**src/rtl/sprite_table_regs.sv**
```systemverilog
`default_nettype none
// ============================================================================
// Module  : sprite_table_regs
// Purpose : Avalon-MM sprite table with CPU-side shadow bank and a display-side
//           active bank that is refreshed atomically at the start of vblank.
// Rev     : 1.0
// ============================================================================
module sprite_table_regs #(
    parameter int NUM_SPRITES = 20,
    parameter int ENTRY_W     = 24,
    parameter int VBLANK_LINE = 480
) (
    input  logic                           clk,
    input  logic                           reset,
    input  logic                           chipselect,
    input  logic                           write,
    input  logic                           read,
    input  logic [4:0]                     address,
    input  logic [31:0]                    writedata,
    output logic [31:0]                    readdata,
    output logic                           waitrequest,
    input  logic [9:0]                     hcount,
    input  logic [9:0]                     vcount,
    output logic [NUM_SPRITES*ENTRY_W-1:0] gl_array,
    output logic                           frame_irq
);

    localparam int                 c_idx_w       = (NUM_SPRITES > 1) ? $clog2(NUM_SPRITES) : 1;
    localparam logic [4:0]         c_addr_ctrl   = 5'(NUM_SPRITES);
    localparam logic [4:0]         c_addr_status = 5'(NUM_SPRITES + 1);
    localparam logic [4:0]         c_addr_frame  = 5'(NUM_SPRITES + 2);
    localparam logic [c_idx_w-1:0] c_last_idx    = c_idx_w'(NUM_SPRITES - 1);
    localparam logic [c_idx_w-1:0] c_idx_one     = c_idx_w'(1);
    localparam logic [9:0]         c_vblank_line = 10'(VBLANK_LINE);

    localparam logic [0:0] c_st_idle = 1'b0;
    localparam logic [0:0] c_st_copy = 1'b1;

    logic [ENTRY_W-1:0] r_shadow [NUM_SPRITES];
    logic [ENTRY_W-1:0] r_active [NUM_SPRITES];
    logic [0:0]         r_state;
    logic [c_idx_w-1:0] r_idx;
    logic               r_pending;
    logic               r_cmp;
    logic               r_vb_start;
    logic               r_irq;
    logic [15:0]        r_frame;
    logic [31:0]        r_readdata;

    logic               w_copying;
    logic               w_wait;
    logic               w_wr;
    logic               w_rd;
    logic               w_start;
    logic               w_cmp;
    logic               w_ctrl_wr;
    logic [31:0]        w_rdata;
    logic               w_unused;

    assign w_copying = (r_state == c_st_copy);
    // Only writes that could disturb the snapshot (shadow entries, CTRL) stall.
    assign w_wait    = w_copying & chipselect & write & (address <= c_addr_ctrl);
    assign w_wr      = chipselect & write & ~w_wait;
    assign w_rd      = chipselect & read & ~write & ~w_wait;
    assign w_ctrl_wr = w_wr & (address == c_addr_ctrl);
    assign w_start   = (r_state == c_st_idle) & r_vb_start & r_pending;
    assign w_cmp     = (vcount == c_vblank_line);
    assign w_unused  = ^{hcount, writedata[31:ENTRY_W]};

    always_ff @(posedge clk) begin
        if (reset) begin
            for (int i = 0; i < NUM_SPRITES; i++) r_shadow[i] <= '0;
        end else if (w_wr) begin
            if (address < c_addr_ctrl) begin
                r_shadow[address] <= writedata[ENTRY_W-1:0];
            end else if (w_ctrl_wr && writedata[1]) begin
                for (int i = 0; i < NUM_SPRITES; i++) r_shadow[i] <= '0;
            end
        end
    end

    always_ff @(posedge clk) begin
        if (reset) begin
            for (int i = 0; i < NUM_SPRITES; i++) r_active[i] <= '0;
        end else if (w_copying) begin
            r_active[r_idx] <= r_shadow[r_idx];
        end
    end

    always_ff @(posedge clk) begin
        if (reset) begin
            r_state <= c_st_idle;
            r_idx   <= '0;
            r_irq   <= 1'b0;
        end else begin
            r_irq <= 1'b0;
            case (r_state)
                c_st_idle: begin
                    if (w_start) begin
                        r_state <= c_st_copy;
                        r_idx   <= '0;
                    end
                end
                c_st_copy: begin
                    if (r_idx == c_last_idx) begin
                        r_state <= c_st_idle;
                        r_irq   <= 1'b1;
                    end else begin
                        r_idx <= r_idx + c_idx_one;
                    end
                end
                default: r_state <= c_st_idle;
            endcase
        end
    end

    // A commit arriving in the same cycle a copy launches is kept for next frame.
    always_ff @(posedge clk) begin
        if (reset) begin
            r_pending <= 1'b0;
        end else if (w_ctrl_wr && writedata[0]) begin
            r_pending <= 1'b1;
        end else if (w_start) begin
            r_pending <= 1'b0;
        end
    end

    always_ff @(posedge clk) begin
        if (reset) begin
            r_cmp      <= 1'b0;
            r_vb_start <= 1'b0;
            r_frame    <= '0;
        end else begin
            r_cmp      <= w_cmp;
            r_vb_start <= w_cmp & ~r_cmp;
            if (r_vb_start) begin
                r_frame <= r_frame + 16'd1;
            end
        end
    end

    always_comb begin
        w_rdata = '0;
        if (address < c_addr_ctrl) begin
            w_rdata[ENTRY_W-1:0] = r_shadow[address];
        end else if (address == c_addr_status) begin
            w_rdata[1:0] = {w_copying, r_pending};
        end else if (address == c_addr_frame) begin
            w_rdata[15:0] = r_frame;
        end
    end

    always_ff @(posedge clk) begin
        if (reset) begin
            r_readdata <= '0;
        end else if (w_rd) begin
            r_readdata <= w_rdata;
        end
    end

    generate
        for (genvar g = 0; g < NUM_SPRITES; g++) begin : g_gl
            assign gl_array[g*ENTRY_W +: ENTRY_W] = r_active[g];
        end
    endgenerate

    assign readdata    = r_readdata;
    assign waitrequest = w_wait;
    assign frame_irq   = r_irq;

endmodule
`default_nettype wire
```
**config.mk**
```make
export PLATFORM = sky130hd
export DESIGN_NAME = sprite_table_regs
export DESIGN_NICKNAME = d
export VERILOG_FILES = /design/src/rtl/sprite_table_regs.sv
export SDC_FILE = /design/constraint.sdc
export NUM_CORES = 2
export LEC_CHECK = 0
export BUFFER_PORTS_ARGS = -buffer_cell sky130_fd_sc_hd__buf_2
export CAP_MARGIN = 30
export CORE_MARGIN = 5
export CORE_UTILIZATION = 40
export DETAILED_ROUTE_END_ITERATION = 6
export HOLD_SLACK_MARGIN = 0.15
export PLACE_DENSITY_LB_ADDON = 0.12
export SLEW_MARGIN = 20
export SYNTH_ARGS = -nofsm -noshare
export SYNTH_HDL_FRONTEND = slang
export SYNTH_SLANG_ARGS = --single-unit
```
**constraint.sdc**
```tcl
create_clock -name clk -period 3.73 [get_ports clk]
set_clock_uncertainty 0.1 [all_clocks]
set_input_delay 0.746 -clock clk [delete_from_list [all_inputs] [get_ports clk]]
set_output_delay 0.746 -clock clk [all_outputs]
set_load 0.05 [all_outputs]
```
# --- Word-level counts from Yosys, hierarchy flattened ---
# Memory sizes are Yosys's and may differ from the RTL's. A register that Yosys moved wholly into a read port is not among the register bits.
# Cells that the tools add are included.
totals:
  out_inout_bits: 514
  inputBits: 62
  mem_bits_rw: 960
  wordCells: 120
  reg_bits: 50
  memories: 2
op_classes:
  n_lt_le_gt_ge: 2
  mux: 56
  eq_ne: 7
  add_sub_neg: 2
  bitwise_logic: 36
  reduce_logical: 7
mem_list:
  columns: ["memory", "words", "width", "rd", "rd_ports_with_merged_regs", "write_ports", "line_no", "rtl"]
  rows:
  - ["r_active", 20, 24, 20, 0, 20, "40", "logic [ENTRY_W-1:0] r_active [NUM_SPRITES];"]
  - ["r_shadow", 20, 24, 2, 1, 20, "39", "logic [ENTRY_W-1:0] r_shadow [NUM_SPRITES];"]
ops:
  columns: ["operator", "count"]
  rows:
  - ["24-bit two-way mux", 22]
  - ["24-bit OR reduction", 2]
  - ["16-bit two-way mux", 2]
  - ["5-bit two-way mux", 6]
  - ["1-bit two-way mux", 21]
  - ["5-bit equality test (second input constant)", 4]
  - ["1-bit bitwise OR", 20]
  - ["16-bit by 1-bit adder with 16-bit output (second input constant)", 1]
  - ["14-bit two-way mux", 1]
  - ["1-bit bitwise AND", 12]
  - ["10-bit by 9-bit equality test with 1-bit output (second input constant)", 1]
  - ["5-bit case mux with 2 select lines", 1]
  - ["8-bit two-way mux", 1]
  - ["5-bit by 1-bit adder with 5-bit output (second input constant)", 1]
  - ["5-bit less-or-equal comparator (second input constant)", 1]
  - ["5-bit < comparator (second input constant)", 1]
  - ["2-bit != test (second input constant)", 2]
  - ["1-bit inverter", 4]
  - ["1-bit logical AND", 2]
  - ["2-bit two-way mux", 1]
  - ["1-bit case mux with 2 select lines", 1]
  - ["2-bit AND reduction", 1]
  - ["2-bit nonzero test", 1]
  - ["2-bit OR reduction", 1]

# --- Depth between registers and ports, before layout ---
logic_depth:
  ltp_word: 14
  depth_mapped: 9
  mapped_depth_nobuf: 6

# --- Worst setup path after synthesis ---
# Ideal clock, no wire load.
synth_timing:
  path_type: "input-to-reg"
  from: "input port address[1]"
  to: "memory r_shadow[19][0] (enable)"
  required_time_ns: 3.192
  setup_time_ns: 0.438
  path_slack_ns: 0.004
  path_stages: 5
  t_arrival_ns: 3.188
  path_buffers: 3
  cell_sequence: "buf_2 buf_2 buf_2 nand3_4 o21ai_0"
synth_rtl:
  columns: ["element", "line_no", "rtl"]
  rows:
  - ["from (decl)", "18", "input logic [4:0] address,"]
  - ["to (decl)", "39", null]

# --- Worst setup path after layout ---
layout_timing:
  from: "register r_state"
  to: "output port waitrequest"
layout_between:
  elab_chain_cells: 3
layout_lines:
  columns: ["element", "line_no", "rtl"]
  rows:
  - ["from (decl)", "41", "logic [0:0] r_state;"]
  - ["from (signal assigned)", "92", "r_state <= c_st_idle;"]
  - ["from (signal assigned)", "100", "r_state <= c_st_copy;"]
  - ["from (signal assigned)", "106", "r_state <= c_st_idle;"]
  - ["1-bit bitwise AND (3 in a row)", "62", "assign w_wait = w_copying & chipselect & write & (address <= c_addr_ctrl);"]
  - ["to (decl)", "21", "output logic waitrequest,"]
# No other way between the ends.

==> run metrics <==
P&R area growth vs syn 18.61%; vias in the first global route 34870; CP Cell Sequence nand3_1 > a21oi_1 > buf_2; Post-Place Setup Slack 335.8 ps; status finished clean; slew margin rel. 31.24%; CP Max Fanout 8; required time worst endpoint 2880 ps; power per cell area 489.9 nW/um^2; share of flip-flops with an asynchronous set or reset 0%; Rows 138; worst setup path end waitrequest; gr usage total 24.49%; share of layout cells above drive strength 1 24.51%; FMAX 311.4 MHz; crit path buf inv count 1; number of cells on the critical path 3; Residual DRC 0; Clock transition at path regs 50 ps; ANT nets after route 0; DRT iter0 DRCs 3617; Post-Syn Area 57080 sq um; Main synth FF type edfxtp_1; slowest cell delay on critical path 540 ps; Yosys top cell by area edfxtp_1; Hold Vio Cnt, Final 0; Critical Path Sink Type primary output; post-DP HPWL 123300 microns; Clock Path Buffers 3; post-CTS setup buffers 0; Startpoint Class register; initial antenna violation count 17; Critical Path Start r_state; die area 150300 sq um; Inst Count DP 6513; post-synthesis sequential area ratio 67.59%; minimum clock period after layout 3211 ps; wire length per cell 27.75 microns; max cap viols 0; Period Utilization, post-route 86.08%; FF-to-FF path depth 6; largest cells by area after synthesis edfxtp_1, mux2i_1, and2_1; crit path DAT 2360 ps; worst hold margin 265.9 ps; EDFF count, synth 1248; share of the synthesized area in the top cell type 65.66%; syn avg cell area 14.39 sq um; unrepaired setup endpoints after global routing no; root buf cell clkbuf_16; number of port buffers 549; R2R setup slack 730 ps; critical path type reg2out; Worst Tran Pin Value 1028 ps; grt ovf 0; synthesized-area fraction occupied by adder cells 0.1096%; leakage 24.38 nW; Die Span Y 387.7 microns; CTS tree done; Die W 387.7 microns; Post-Synth Simple-Gate Area 12.90%; Seq cells post-synth 1303; Mapped Cells 3966; insertion delay to the later sink of the worst-skew pair 780 ps; final setup margin 519.2 ps; CTS Buf Count 145; via count 36060; clock tree sinks 1303; mux cell area share after synthesis 11.21%; largest family of logic cells by synthesized area simple AND/OR/NAND/NOR gates; Nets 4839; reg2reg end r_active[4][20]; largest net degree at the start of global routing 94; Final Max Slew Viols 0; post-synthesis xor/xnor area fraction 0.2302%; worst vdd ir 358.5 uV; final WL 188300 microns; first-pass GRT wire length 266000 microns; GP Congestion 0.8384; H-tree depth 4; post-synthesis compound-gate area fraction 4.222%; most frequent cells in the layout edfxtp_1, buf_2, and2_1, mux2i_1, nor2_1; synth unique cells 65; most common cell after layout, fill and taps aside edfxtp_1; CP max-delay cell dfxtp_1; setup violators final 0; Vias/cell 5.314; Initial Utilization 40.26%; Hold WC Path Type in2reg; Core Box Area 141800 sq um; DR pass1 iterations 6; CP delay by family, top flip-flops; setup_tns 0 ps; final std cells w/o fill 6786; Ports 576; Yosys warning count 0
==> worst reg2reg max path, delay by kind of cell, from the launching register on <==
| kind | cells | cell delay, ps |
|---|---|---|
| buffers and inverters | 1 | 410 |
| and+or+nand+nor | 4 | 1620 |
| AOI/OAI and AO/OA | 1 | 140 |
| DFF | 1 | 470 |
==> worst min-delay path by stage <==
stage                 start            to  slack, ps  depth (start not counted)
2_1_floorplan         r_cmp    r_vb_start        270                          1
3_3_place_gp   readdata[19]  readdata[19]        350                          2
3_5_place_dp   readdata[16]  readdata[16]        360                          2
4_1_cts               reset       r_state        210                          2
5_1_grt               reset       r_state        250                          2
6_report              reset       r_state        270                          2
==> kinds of logic (layout without fill, tap and decap cells) <==
family / Yosys count / count (layout)
and+or+nand+nor: 1396 / 1396
DFF: 1303 / 1303
muxes: 534 / 534
AOI/OAI and AO/OA: 357 / 357
buffers and inverters: 355 / 985
xor gates and xnor gates: 15 / 15
adders and majority gates: 5 / 5
other: 1 / 301
==> cells in the mapped netlist, drive strengths merged (3+ instances only) <==
cell type	count
nand3	108
clkbuf	154
nand2	173
nor4	3
a311oi	14
mux4	84
a22oi	114
a32oi	15
ha	5
xor2	11
o22ai	18
dfxtp	55
nand4	6
nor3b	3
a2111oi	8
nor2b	14
nor2	548
a221oi	20
edfxtp	1248
a32o	4
o21ai	34
buf	195
nor3	10
and2	487
a31oi	7
mux2i	450
and4	24
xnor2	4
inv	6
a21oi	105
a211o	8
==> stage by stage <==
stage          cell area, sq um  utilization [%]  power [mW]
6_report                  67700            47.76       33.16
4_1_cts                   67680            47.75       33.43
3_3_place_gp              63030            44.46       19.57
3_5_place_dp              63050            44.48       19.60
5_1_grt                   67680            47.75       34.21
2_1_floorplan             58180                -       18.70
==> state kept, by name (all words and copies together), names as in the netlist, named ones only <==
| signal | cells |
|---|---|
| readdata | 24 |
| r_vb_start | 1 |
| r_active | 480 |
| r_frame | 16 |
| r_idx | 5 |
| r_state | 1 |
| r_cmp | 1 |
| r_shadow | 768 |
| frame_irq | 1 |
| r_pending | 1 |
==> power by group <==
group / internal (mW) / switching (mW)
registers: 16.7 / 0.238
clock network: 7.83 / 6.04
logic: 0.532 / 1.87
total: 25.0 / 8.15
==> per-layer routing <==
layer  global-route usage [%]  up-vias  wire [microns]  part of all wire, %
li1                         -    15910               -                    -
met5                        0        -              89                0.047
met3                    4.952      255           14210                  7.5
met4                    6.874       12            5045                  2.7
met2                    40.29     1464           90330                   48
met1                    33.19    18420           78650                   42
==> layout make-up <==
class                   instances  area, sq um
clock inverters                68        723.2
multi-input cells            2603        17670
repair buffers                713         4432
fillers                     12590        74060
diodes                          5        12.51
well taps                    1890         2365
clock buffers                 198         3887
inverters                       6        22.52
flip-flops and latches       1303        38580
==> repair_timing <==
| action | CTS | global route |
|---|---|---|
| gates resized for setup | 0 | 0 |
| endpoints found under the hold margin | 1 | 0 |
| hold buffers | 2 | 0 |
(Power assumes the default switching activity.)
